**config.mk**
```make
export PLATFORM = sky130hd
export DESIGN_NAME = des_feistel_core_flat
export DESIGN_NICKNAME = d
export VERILOG_FILES = /design/src/rtl/des_feistel_core_if.sv /design/src/rtl/des_feistel_core.sv /design/src/flat_wrapper.sv
export SDC_FILE = /design/constraint.sdc
export NUM_CORES = 1
export LEC_CHECK = 0
export BUFFER_PORTS_ARGS = -buffer_cell sky130_fd_sc_hd__buf_4
export CAP_MARGIN = 20
export CORE_UTILIZATION = 58
export DETAILED_ROUTE_END_ITERATION = 10
export MAX_ROUTING_LAYER = met4
export PLACE_DENSITY = 0.86
export SLEW_MARGIN = 10
export SYNTH_ARGS = -nofsm -noshare
export SYNTH_HDL_FRONTEND = slang
export SYNTH_SLANG_ARGS = --single-unit
```
**constraint.sdc**
```tcl
create_clock -name i_clk -period 5.34 [get_ports i_clk]
set_clock_uncertainty 0.1 [all_clocks]
set_input_delay 0.534 -clock i_clk [delete_from_list [all_inputs] [get_ports i_clk]]
set_output_delay 0.534 -clock i_clk [all_outputs]
set_load 0.01 [all_outputs]
```
**src/rtl/des_feistel_core_if.sv**
```systemverilog
// Handshake and datapath bundle between the DES round engine, its block source,
// its result consumer and the external key schedule.
interface des_feistel_core_if;
  logic        i_start;
  logic        i_decrypt;
  logic [63:0] i_block;
  logic        o_ready;
  logic [3:0]  o_key_idx;
  logic [47:0] i_subkey;
  logic        o_valid;
  logic        i_out_ready;
  logic [63:0] o_block;

  modport master (
    output i_start, i_decrypt, i_block, i_subkey, i_out_ready,
    input  o_ready, o_key_idx, o_valid, o_block
  );

  modport slave (
    input  i_start, i_decrypt, i_block, i_subkey, i_out_ready,
    output o_ready, o_key_idx, o_valid, o_block
  );
endinterface

```
**src/rtl/des_feistel_core.sv**
```systemverilog
// Iterative DES Feistel round engine: one round per clock on a post-IP L/R pair,
// subkeys fetched from an external key schedule addressed by o_key_idx.
//
// state | meaning
// IDLE  | waiting for i_start, o_ready high
// RUN   | one round per edge, counter selects the subkey
// DONE  | result held on o_block with o_valid until consumed
module des_feistel_core #(
  parameter int ROUNDS = 16
) (
  input  logic              i_clk,
  input  logic              i_rst,
  des_feistel_core_if.slave bus
);

  localparam logic [1:0] ST_IDLE = 2'd0;
  localparam logic [1:0] ST_RUN  = 2'd1;
  localparam logic [1:0] ST_DONE = 2'd2;

  localparam logic [3:0] LAST_RND = 4'(ROUNDS - 1);

  // Row-major (row*16 + col) S-box contents, entry 0 in the top nibble.
  localparam logic [255:0] SBOX_TAB [8] = '{
    256'hE4D12FB83A6C5907_0F74E2D1A6CB9538_41E8D62BFC973A50_FC8249175B3EA06D,
    256'hF18E6B34972DC05A_3D47F28EC01A69B5_0E7BA4D158C6932F_D8A13F42B67C05E9,
    256'hA09E63F51DC7B428_D709346A285ECBF1_D6498F30B12C5AE7_1AD069874FE3B52C,
    256'h7DE3069A1285BC4F_D8B56F03472C1AE9_A690CB7DF13E5284_3F06A1D8945BC72E,
    256'h2C417AB6853FD0E9_EB2C47D150FA3986_421BAD78F9C5630E_B8C71E2D6F09A453,
    256'hC1AF92680D34E75B_AF427C9561DE0B38_9EF528C3704A1DB6_432C95FABE17608D,
    256'h4B2EF08D3C975A61_D0B7491AE35C2F86_14BDC37EAF680592_6BD814A7950FE23C,
    256'hD2846FB1A93E50C7_1FD8A374C56B0E92_7B419CE206ADF358_21E74A8DFC90356B
  };

  logic [1:0]  state;
  logic [31:0] l_q;
  logic [31:0] r_q;
  logic [3:0]  rnd_q;
  logic [3:0]  key_hold_q;
  logic        dec_q;
  logic        valid_q;
  logic [63:0] block_q;

  logic [47:0] e_r;
  logic [47:0] sbox_in;
  logic [31:0] f_pre;
  logic [31:0] f_out;
  logic [31:0] r_next;
  logic [3:0]  key_idx_now;

  // E expansion; DES bit n of R is r_q[32-n].
  assign e_r = {r_q[0], r_q[31:27], r_q[28:23], r_q[24:19], r_q[20:15],
                r_q[16:11], r_q[12:7], r_q[8:3], r_q[4:0], r_q[31]};

  assign sbox_in = e_r ^ bus.i_subkey;

  for (genvar n = 0; n < 8; n++) begin : g_sbox
    logic [5:0] d;
    logic [5:0] idx;
    assign d   = sbox_in[47-6*n -: 6];
    assign idx = {d[5], d[0], d[4:1]};
    assign f_pre[31-4*n -: 4] = SBOX_TAB[n][{~idx, 2'b00} +: 4];
  end

  // P permutation written out as DES bit positions mapped to vector indices.
  assign f_out = {f_pre[16], f_pre[25], f_pre[12], f_pre[11],
                  f_pre[3],  f_pre[20], f_pre[4],  f_pre[15],
                  f_pre[31], f_pre[17], f_pre[9],  f_pre[6],
                  f_pre[27], f_pre[14], f_pre[1],  f_pre[22],
                  f_pre[30], f_pre[24], f_pre[8],  f_pre[18],
                  f_pre[0],  f_pre[5],  f_pre[29], f_pre[23],
                  f_pre[13], f_pre[19], f_pre[2],  f_pre[26],
                  f_pre[10], f_pre[21], f_pre[28], f_pre[7]};

  assign r_next      = l_q ^ f_out;
  assign key_idx_now = dec_q ? (4'd15 - rnd_q) : rnd_q;

  assign bus.o_key_idx = (state == ST_RUN) ? key_idx_now : key_hold_q;
  assign bus.o_ready   = (state == ST_IDLE);
  assign bus.o_valid   = valid_q;
  assign bus.o_block   = block_q;

  always_ff @(posedge i_clk or posedge i_rst) begin
    if (i_rst) begin
      state      <= ST_IDLE;
      l_q        <= '0;
      r_q        <= '0;
      rnd_q      <= '0;
      key_hold_q <= '0;
      dec_q      <= 1'b0;
      valid_q    <= 1'b0;
      block_q    <= '0;
    end else begin
      case (state)
        ST_IDLE: begin
          if (bus.i_start) begin
            l_q   <= bus.i_block[63:32];
            r_q   <= bus.i_block[31:0];
            dec_q <= bus.i_decrypt;
            rnd_q <= '0;
            state <= ST_RUN;
          end
        end
        ST_RUN: begin
          l_q        <= r_q;
          r_q        <= r_next;
          rnd_q      <= rnd_q + 4'd1;
          key_hold_q <= key_idx_now;
          // Last round: undo the final swap on the way out.
          if (rnd_q == LAST_RND) begin
            block_q <= {r_next, r_q};
            valid_q <= 1'b1;
            state   <= ST_DONE;
          end
        end
        ST_DONE: begin
          if (bus.i_out_ready) begin
            valid_q <= 1'b0;
            state   <= ST_IDLE;
          end
        end
        default: state <= ST_IDLE;
      endcase
    end
  end

endmodule

```
**src/flat_wrapper.sv**
```systemverilog
// flat-port wrapper written by rule: the top's interface ports become plain ports
module des_feistel_core_flat 
#(
  parameter int ROUNDS = 16
)
  (i_clk, i_rst, bus_i_start, bus_i_decrypt, bus_i_block, bus_i_subkey, bus_i_out_ready, bus_o_ready, bus_o_key_idx, bus_o_valid, bus_o_block);
  des_feistel_core_if bus_i ();
  input  logic i_clk;
  input  logic i_rst;
  input wire logic [$bits(bus_i.i_start)-1:0] bus_i_start;
  input wire logic [$bits(bus_i.i_decrypt)-1:0] bus_i_decrypt;
  input wire logic [$bits(bus_i.i_block)-1:0] bus_i_block;
  input wire logic [$bits(bus_i.i_subkey)-1:0] bus_i_subkey;
  input wire logic [$bits(bus_i.i_out_ready)-1:0] bus_i_out_ready;
  output wire logic [$bits(bus_i.o_ready)-1:0] bus_o_ready;
  output wire logic [$bits(bus_i.o_key_idx)-1:0] bus_o_key_idx;
  output wire logic [$bits(bus_i.o_valid)-1:0] bus_o_valid;
  output wire logic [$bits(bus_i.o_block)-1:0] bus_o_block;
  assign bus_i.i_start = bus_i_start;
  assign bus_i.i_decrypt = bus_i_decrypt;
  assign bus_i.i_block = bus_i_block;
  assign bus_i.i_subkey = bus_i_subkey;
  assign bus_i.i_out_ready = bus_i_out_ready;
  assign bus_o_ready = bus_i.o_ready;
  assign bus_o_key_idx = bus_i.o_key_idx;
  assign bus_o_valid = bus_i.o_valid;
  assign bus_o_block = bus_i.o_block;
  des_feistel_core #(.ROUNDS(ROUNDS)) u_core (.i_clk(i_clk), .i_rst(i_rst), .bus(bus_i));
endmodule
```
# [Word-level counts from Yosys, hierarchy flattened]
# Cells that the tools add are included.
# Widths: inputs -> output; s select.
[word_totals] ff_bits=140 latchBits=0 ram_bits=0 mem_bits_ro=0 input_bits=117 output_inout_bits=70 elab_cells=57 mem_count=0
[op_classes] n_addsub=2 mul=0 div=0 order_cmp=0 n_eq_ne=6 shifts=8 n_mux=15 n_bitwise=10 n_reduce_logical=8
[ops] op="$shiftx 256x9->4 const A" n=8
[ops] op="$pmux 32 s2" n=2
[ops] op="$mux 32" n=2
[ops] op="$not 6->6" n=8
[ops] op="$xor 48x48->48" n=1
[ops] op="$xor 32x32->32" n=1
[ops] op="$mux 4" n=3
[ops] op="$pmux 4 s2" n=1
[ops] op="$mux 2" n=3
[ops] op="$ne 2x2->1 const B" n=3
[ops] op="$pmux 2 s3" n=1
[ops] op="$reduce_and 2->1" n=3
[ops] op="$reduce_and 3->1" n=2
[ops] op="$add 4x1->4 const B" n=1
[ops] op="$eq 4x4->1 const B" n=1
[ops] op="$reduce_bool 2->1" n=2
[ops] op="$sub 4x4->4 const A" n=1
[ops] op="$eq 2x1->1 const B" n=1
[ops] op="$eq 2x2->1 const B" n=1
[ops] op="$logic_not 2->1" n=1
[ops] op="$mux 1" n=2
[ops] op="$pmux 1 s2" n=1

# [Longest topological paths before layout]
# Gate-level depths: netlist (run 1).
[depth] depth_word=5 mapped_depth=11 depth_no_buf=10

# [Worst setup path after synthesis (run 1)]
# Ideal clock, no wire load.
[synth_path] kind="input to register" start="input port bus_i_subkey[20]" end="register u_core.r_q[24]" setup_ns=0.137 arrival_ns=2.701 required_ns=5.103 path_slack_ns=2.402 stages=9 n_path_buf=0 cell_sequence="xor2_1 > clkinv_1 > ha_1 > mux4_2 > nor2_1 > a21oi_1 > o211ai_1 > xor2_1 > a21oi_1"
[synth_via] elab_chain_len=5
[synth_rtl] element="from (decl)" line="flat_wrapper.sv:13" source="input wire logic [$bits(bus_i.i_subkey)-1:0] bus_i_subkey;"
[synth_rtl] element="$xor 48x48->48" line="des_feistel_core.sv:54" source="assign sbox_in = e_r ^ bus.i_subkey;"
[synth_rtl] element="$not 6->6" line="des_feistel_core.sv:61" source="assign f_pre[31-4*n -: 4] = SBOX_TAB[n][{~idx, 2'b00} +: 4];"
[synth_rtl] element="$shiftx 256x9->4" line="des_feistel_core.sv:61"
[synth_rtl] element="$xor 32x32->32" line="des_feistel_core.sv:74" source="assign r_next = l_q ^ f_out;"
[synth_rtl] element="$pmux 32 s2" line="des_feistel_core.sv:93" source="case (state)"
[synth_rtl] element="to (signal assigned)" line="des_feistel_core.sv:97" source="r_q <= bus.i_block[31:0];"
[synth_rtl] element="to (signal assigned)" line="des_feistel_core.sv:105" source="r_q <= r_next;"
[synth_rtl] element="to (decl)" line="des_feistel_core.sv:36" source="logic [31:0] r_q;"
# Every way passes these cells.
# A chain may end at the register's enable or synchronous reset.

# [Worst setup path after layout (run 1)]
[layout_path] start="register u_core.r_q[29]" end="register u_core.r_q[23]"
[layout_via] elab_chain_len=5
[layout_rtl] element="$xor 48x48->48" line="des_feistel_core.sv:54"
[layout_rtl] element="$not 6->6" line="des_feistel_core.sv:61"
[layout_rtl] element="$shiftx 256x9->4" line="des_feistel_core.sv:61"
[layout_rtl] element="$xor 32x32->32" line="des_feistel_core.sv:74"
[layout_rtl] element="$pmux 32 s2" line="des_feistel_core.sv:93"
# Every way passes these cells.

==> impl_metrics.csv, run 1 <==
group,metric,value,unit
run_status,status,"finished, final reports clean",
logic_synthesis,synth_cell_type_count,64,
cells_and_area,fin_util,71.3,%
timing,min_period,3.41,ns
place,portBuffers,186,
timing,hold_viol_final,0,
cells_and_area,area_growth,19.3,%
die,dieArea,0.0201,mm^2
clock_tree,htree_levels,4,
logic_synthesis,synth_edf_count,0,
clock_tree,cts.sinks,140,
critical_path,path_cells,"xor2_1 > clkinv_1 > ha_1 > mux4_2 > and2_1 > o31ai_1 > xnor2_1 > o21ai_0",
critical_path,critPathArrivalTime,3.60,ns
logic_synthesis,netlist_instances,1395,
logic_synthesis,yosysSeqAreaShare,30.9,%
cells_and_area,final_layout_size_suffix_gt1_share,18.8,%
critical_path,max_stage_delay,0.50,ns
drt,routed_wl,33200,um
drt,dr_total_vias,11000,
die,pin_count,187,
logic_synthesis,synth.top_cells.by_area,"dfrtp_1 31%, nand2_1 11%, ha_1 7.0%, xnor2_1 6.1%, xor2_1 3.5%",
power_and_ir_drop,power,10800,uW
logic_synthesis,ys_ff_latch,140,
drt,post_drt_wl_per_cell,18.5,um
logic_synthesis,yosys.area.top_type_share,30.9,%
grt,antenna_found_initial,0,
logic_synthesis,synthMuxAreaShare,5.82,%
critical_path,r2r_slack,1.93,ns
die,die_w,142,um
hold_path,holdCritPathClass,"primary input to asynchronous set/reset pin",
timing,relSlewSlack,25.6,%
drt,via_per_inst,6.13,
place,dp.cells,1755,
place,gp_congestion,0.964,
power_and_ir_drop,power.leakage,0.00614,uW
clock_tree,cts_tree,"done",
logic_synthesis,synth_top_area_cell,"dfrtp_1",
critical_path,critPathKind,"register to register",
timing,grt_setup_unrepaired,"false",
logic_synthesis,yosys_warnings,0,
die,die_h,142,um
logic_synthesis,synth_common_cells,"335 x nand2_1, 140 x dfrtp_1, 104 x nor2_1",
logic_synthesis,synth.most_common_cell,"nand2_1",
die,floorplan.initialDensity,59.8,%
grt,first_global_vias,10300,
grt,grt_usage,34.3,%
logic_synthesis,postSynthAreaPerCell,8.12,um^2
logic_synthesis,async_flop_share,100,%
cells_and_area,n_antenna_cell,0,
timing,setup_viol,0,
clock_tree,ctsHoldBuffers,0,
place,dp_hpwl,22700,um
die,row_count,50,
clock_tree,clockBufferDepth,2,
critical_path,critPathMaxFanout,11,
critical_path,crit_buf_inv,1,
critical_path,crit_slowest_cell,"dfrtp_1",
logic_synthesis,synth_xor_area_share,12.5,%
timing,post-route-period-util,63.9,%
logic_synthesis,synthAdderAreaFrac,6.96,%
clock_tree,path_clk_slew,0.06,ns
logic_synthesis,syn_area,0.0113,mm^2
run,maxCapViolations,0,
critical_path,endpoint_kind,"register",
cells_and_area,layout.cells.non_filler,1794,
drt,dr.first_iter.drc_count,1191,
logic_synthesis,synth_top_family_by_area,"simple AND/OR/NAND/NOR gates",
drt,drtPass1Iterations,5,
cells_and_area,nets,1701,
power_and_ir_drop,ir_worst_vdd,0.422,mV
die,core,0.0190,mm^2
drt,drtAntennaViolNets,0,
logic_synthesis,synthSimpleGateAreaFrac,19.9,%
clock_tree,cts-root-buf,"clkbuf_16",
clock_tree,cts_resized,0,
clock_tree,cts.repair_timing.setup_buffer_count,0,
drt,drc,0,
logic_synthesis,synth_flop_cell,"dfrtp_1",
critical_path,worst_setup_path_start_kind,"register",
critical_path,rr_startpoint,"u_core.r_q[29]",
clock_tree,clk_latency,0.42,ns
timing,max_slew.worst_pin.slew,1.11,ns
critical_path,r2r_end,"u_core.r_q[23]",
logic_synthesis,synth_compound_area_share,19.2,%
grt,grt_pass1_wl,53000,um
critical_path,ff2ff_path_depth,8,
grt,overflow,0,
timing,slew_violations,0,
critical_path,cp.required,5.53,ns
clock_tree,numCtsBuffers,17,
timing,fin_setup_tns,0,ns
critical_path,path_delay_family,"XOR/XNOR gates",
timing,fmax,293,MHz
logic_synthesis,syn_nets,1575,
grt,grt_max_degree,114,
power_and_ir_drop,power_density,801,mW/mm^2
==> layer usage <==
layer,share of wire [%],routed length (um),vias to the layer above,global-route usage [%]
met3,8.0,2670,86,5.67
li1,-,-,5138,-
met2,46,15400,553,52.9
met4,3.6,1200,0,13.9
met1,42,13900,5213,45.0
met5,0,0,-,-
==> kinds of logic (layout without fill, tap and decap cells) <==
kind of cell / Yosys count / after routing
buffers and inverters: 130 / 269
multiplexers: 46 / 46
AND/OR/NAND/NOR: 545 / 545
flip-flops: 140 / 140
AO/OA/AOI/OAI: 328 / 328
XOR/XNOR: 143 / 143
adder cells (fa/ha/maj): 63 / 63
==> worst register-to-register path, delay by kind of cell, from the launching register on <==
family                   cells  cell delay [ns]
buffers and inverters        1             0.45
flip-flops                   1             0.50
AO/OA/AOI/OAI                2             0.57
XOR/XNOR                     2             0.72
AND/OR/NAND/NOR              1             0.17
multiplexers                 1             0.44
adder cells (fa/ha/maj)      1             0.33
==> worst max path at each step <==
stage	from	endpoint	slack, ns	cells past startpoint
after floorplan	i_rst	u_core.bus.o_block[0]	0.95	1
after global placement	bus_i_subkey[44]	u_core.r_q[23]	1.83	9
after detailed placement	bus_i_subkey[44]	u_core.r_q[23]	1.81	9
after CTS	u_core.r_q[29]	u_core.r_q[23]	1.90	8
after global routing	u_core.r_q[13]	u_core.r_q[24]	1.72	9
final	u_core.r_q[29]	u_core.r_q[23]	1.93	8
==> cell usage in the layout, fill, tap and decap left out, types with 10 or more instances in the layout <==
| cell type | Yosys | routed |
|---|---|---|
| nand2_1 | 335 | 334 |
| buf_4 | 8 | 203 |
| dfrtp_1 | 140 | 140 |
| nor2_1 | 104 | 104 |
| xnor2_1 | 79 | 78 |
| ha_1 | 63 | 63 |
| a21oi_1 | 61 | 61 |
| o21ai_0 | 60 | 60 |
| a31oi_1 | 48 | 48 |
| xor2_1 | 45 | 45 |
| o211ai_1 | 34 | 34 |
| nand3_1 | 33 | 32 |
| and3_1 | 29 | 29 |
| inv_1 | 25 | 24 |
| mux2i_1 | 24 | 24 |
| a211oi_1 | 24 | 24 |
| nor3_1 | 22 | 22 |
| a2111oi_0 | 18 | 18 |
| clkbuf_16 | 0 | 17 |
| mux4_2 | 15 | 15 |
| o21ai_1 | 13 | 13 |
| xor2_2 | 11 | 11 |
| o311ai_0 | 11 | 11 |
| a311oi_1 | 10 | 10 |
==> through the flow <==
| stage | area [um^2] | hold WS [ns] | setup WS, ns |
|---|---|---|---|
| floorplan | 11300 | 0.402 | 0.953 |
| global placement | 12800 | 0.360 | 1.83 |
| detailed placement | 12800 | 0.364 | 1.81 |
| CTS | 13400 | 0.184 | 1.90 |
| global route | 13500 | 0.197 | 1.72 |
| finish | 13500 | 0.144 | 1.93 |
==> cell type report <==
cell class	count	area, um^2
multi-input cells	1125	7320
fillers	1511	5440
flip-flops and latches	140	3500
repair buffers	205	1580
clock buffers	21	470
well taps	260	325
clock inverters	11	189
inverters	32	125
==> power breakdown <==
| group | internal [uW] | leakage, uW | switching, uW | total, uW |
|---|---|---|---|---|
| clock network | 865 | 0.000319 | 478 | 1340 |
| registers | 1620 | 0.00164 | 636 | 2250 |
| logic | 3010 | 0.00419 | 4220 | 7230 |
==> sequential cells by signal (all words and copies together), names as in the netlist <==
name,count
u_core.bus.o_block,64
u_core.bus.o_valid,1
u_core.dec_q,1
u_core.key_hold_q,4
u_core.l_q,32
u_core.r_q,32
u_core.rnd_q,4
u_core.state,2
(Power assumes the default switching activity.)
==> inputs of run 2 (changes only) <==
==> constraint.sdc (replaced) <==
create_clock -name i_clk -period 3.26 [get_ports i_clk]
set_clock_uncertainty 0.1 [all_clocks]
set_input_delay 0.326 -clock i_clk [delete_from_list [all_inputs] [get_ports i_clk]]
set_output_delay 0.326 -clock i_clk [all_outputs]
set_load 0.01 [all_outputs]
==> impl_metrics.csv, run 2 (same netlist as run 1, synthesis figures left out) <==
group,metric,value,unit
cells_and_area,final_layout_size_suffix_gt1_share,21.8,%
drt,dr_total_vias,11300,
critical_path,endpoint_kind,"register",
grt,grt_usage,37.1,%
cells_and_area,nets,1763,
timing,max_slew.worst_pin.slew,1.03,ns
timing,min_period,3.12,ns
run,maxCapViolations,0,
clock_tree,cts_tree,"done",
grt,first_global_vias,10800,
die,core,0.0190,mm^2
power_and_ir_drop,power_frac_seq,19.1,%
drt,drtPass1Iterations,5,
place,gp_congestion,0.941,
cells_and_area,n_antenna_cell,0,
place,portBuffers,186,
cells_and_area,multiInputGateArea,0.00735,mm^2
power_and_ir_drop,ir_worst_vdd,0.767,mV
grt,overflow,0,
timing,hold_viol_final,0,
cells_and_area,largest_register_ffs,64,
critical_path,critPathKind,"register to register",
timing,hold_slack,0.0123,ns
die,floorplan.initialDensity,59.8,%
power_and_ir_drop,p_sw,9100,uW
place,dp_hpwl,25300,um
clock_tree,numCtsBuffers,17,
cells_and_area,layout_commonest_cell,"nand2_1",
power_and_ir_drop,power_density,1330,mW/mm^2
grt,grt_pass1_wl,56200,um
cells_and_area,area_growth,23.5,%
power_and_ir_drop,power,18600,uW
clock_tree,path_clk_slew,0.06,ns
die,row_count,50,
clock_tree,cts.repair_timing.setup_buffer_count,0,
drt,via_per_inst,6.09,
cells_and_area,fill_cells,1444,
power_and_ir_drop,power.leakage,0.00643,uW
critical_path,worst_setup_path_start_kind,"register",
die,die_w,142,um
timing,setup_viol,0,
critical_path,critPathMaxFanout,10,
clock_tree,htree_levels,4,
critical_path,critPathArrivalTime,3.30,ns
die,pin_count,187,
cells_and_area,fin_util,73.8,%
power_and_ir_drop,power_frac_comb,69.0,%
hold_path,holdCritPathClass,"primary input to register",
clock_tree,clockBufferDepth,2,
drt,routed_wl,35500,um
grt,antenna_found_initial,0,
drt,dr.first_iter.drc_count,1118,
power_and_ir_drop,clkPwrFrac,11.9,%
timing,post-route-period-util,95.8,%
timing,relSlewSlack,31.2,%
drt,drc,0,
power_and_ir_drop,internal_power,9540,uW
run_status,status,"finished, final reports clean",
drt,post_drt_wl_per_cell,19.1,um
clock_tree,clk_latency,0.43,ns
timing,fmax,320,MHz
critical_path,cp.required,3.44,ns
timing,slew_violations,0,
die,dieArea,0.0201,mm^2
drt,drtAntennaViolNets,0,
clock_tree,cts.sinks,140,
cells_and_area,layout_common_cells,"334 x nand2_1, 262 x buf_4, 140 x dfrtp_1, 104 x nor2_1, 78 x xnor2_1",
die,die_h,142,um
cells_and_area,seq_area,0.00350,mm^2
power_and_ir_drop,netSwitchingFraction,48.8,%
grt,grt_max_degree,56,
clock_tree,cts-root-buf,"clkbuf_16",
run 2: worst paths after layout:
path	slack, ns	to	cells after the start	from
setup / recovery	0.14	u_core.r_q[1]	9	u_core.r_q[28]
hold / removal	0.01	u_core.dec_q	3	bus_i_decrypt
setup reg to reg	0.14	u_core.r_q[1]	9	u_core.r_q[28]
hold reg to reg	0.37	u_core.bus.o_block[10]	2	u_core.bus.o_block[10]
max in group asynchronous	1.91	u_core.r_q[27]	4	i_rst
min in group asynchronous	0.47	u_core.bus.o_block[41]	3	i_rst
run 2: per-layer routing:
layer / global-route usage, % / vias up / share of wire, %
met5: - / - / 0
met4: 14.8 / 0 / 3.2
met3: 7.49 / 93 / 9.2
met2: 57.6 / 600 / 47
met1: 47.4 / 5349 / 40
li1: - / 5252 / -
run 2: power groups by stage:
stage | clock network [uW] | logic, uW | registers (uW)
finish | 2210 | 12900 | 3560
global route | 2300 | 14100 | 3640
CTS | 2230 | 12700 | 3530
detailed placement | 0 | 12500 | 3540
global placement | 0 | 12300 | 3500
floorplan | 0 | 8790 | 3350
run 2: timing repair:
action                                  4_1_cts  5_1_grt
gates resized for setup                       1        3
hold endpoints to repair                     20        0
endpoints found under the setup margin        1        8
hold buffers                                  1        0
cloned                                        0        0
run 2: worst max-delay path, stage by stage (launching register included):
cell	delay, ns
dfrtp_1	0.64
xor2_4	0.32
clkinv_1	0.31
ha_1	0.31
nand2b_1	0.14
a211oi_1	0.22
a2111oi_0	0.10
a311oi_1	0.42
xor2_1	0.28
a21oi_1	0.12
run 2: cell type report:
class / count / share of cell area [%]
timing repair buffer: 267 / 14.6
clock buffer: 19 / 3.09
tap: 260 / 2.33
inverter: 32 / 0.885
multi-input combinational: 1125 / 52.5
sequential: 140 / 25.0
clock inverter: 11 / 1.56
run 2: per-stage QoR:
step	area, um^2	worst slack, ns	setup TNS, ns	std cells
after floorplan	11300	0.437	0	1395
after CTS	14000	0.0149	0	1852
after global placement	13300	-0.0142	-0.0142	1821
after global routing	14000	-0.0115	-0.0115	1854
after detailed placement	13300	0.0504	0	1821
final	14000	0.137	0	1854
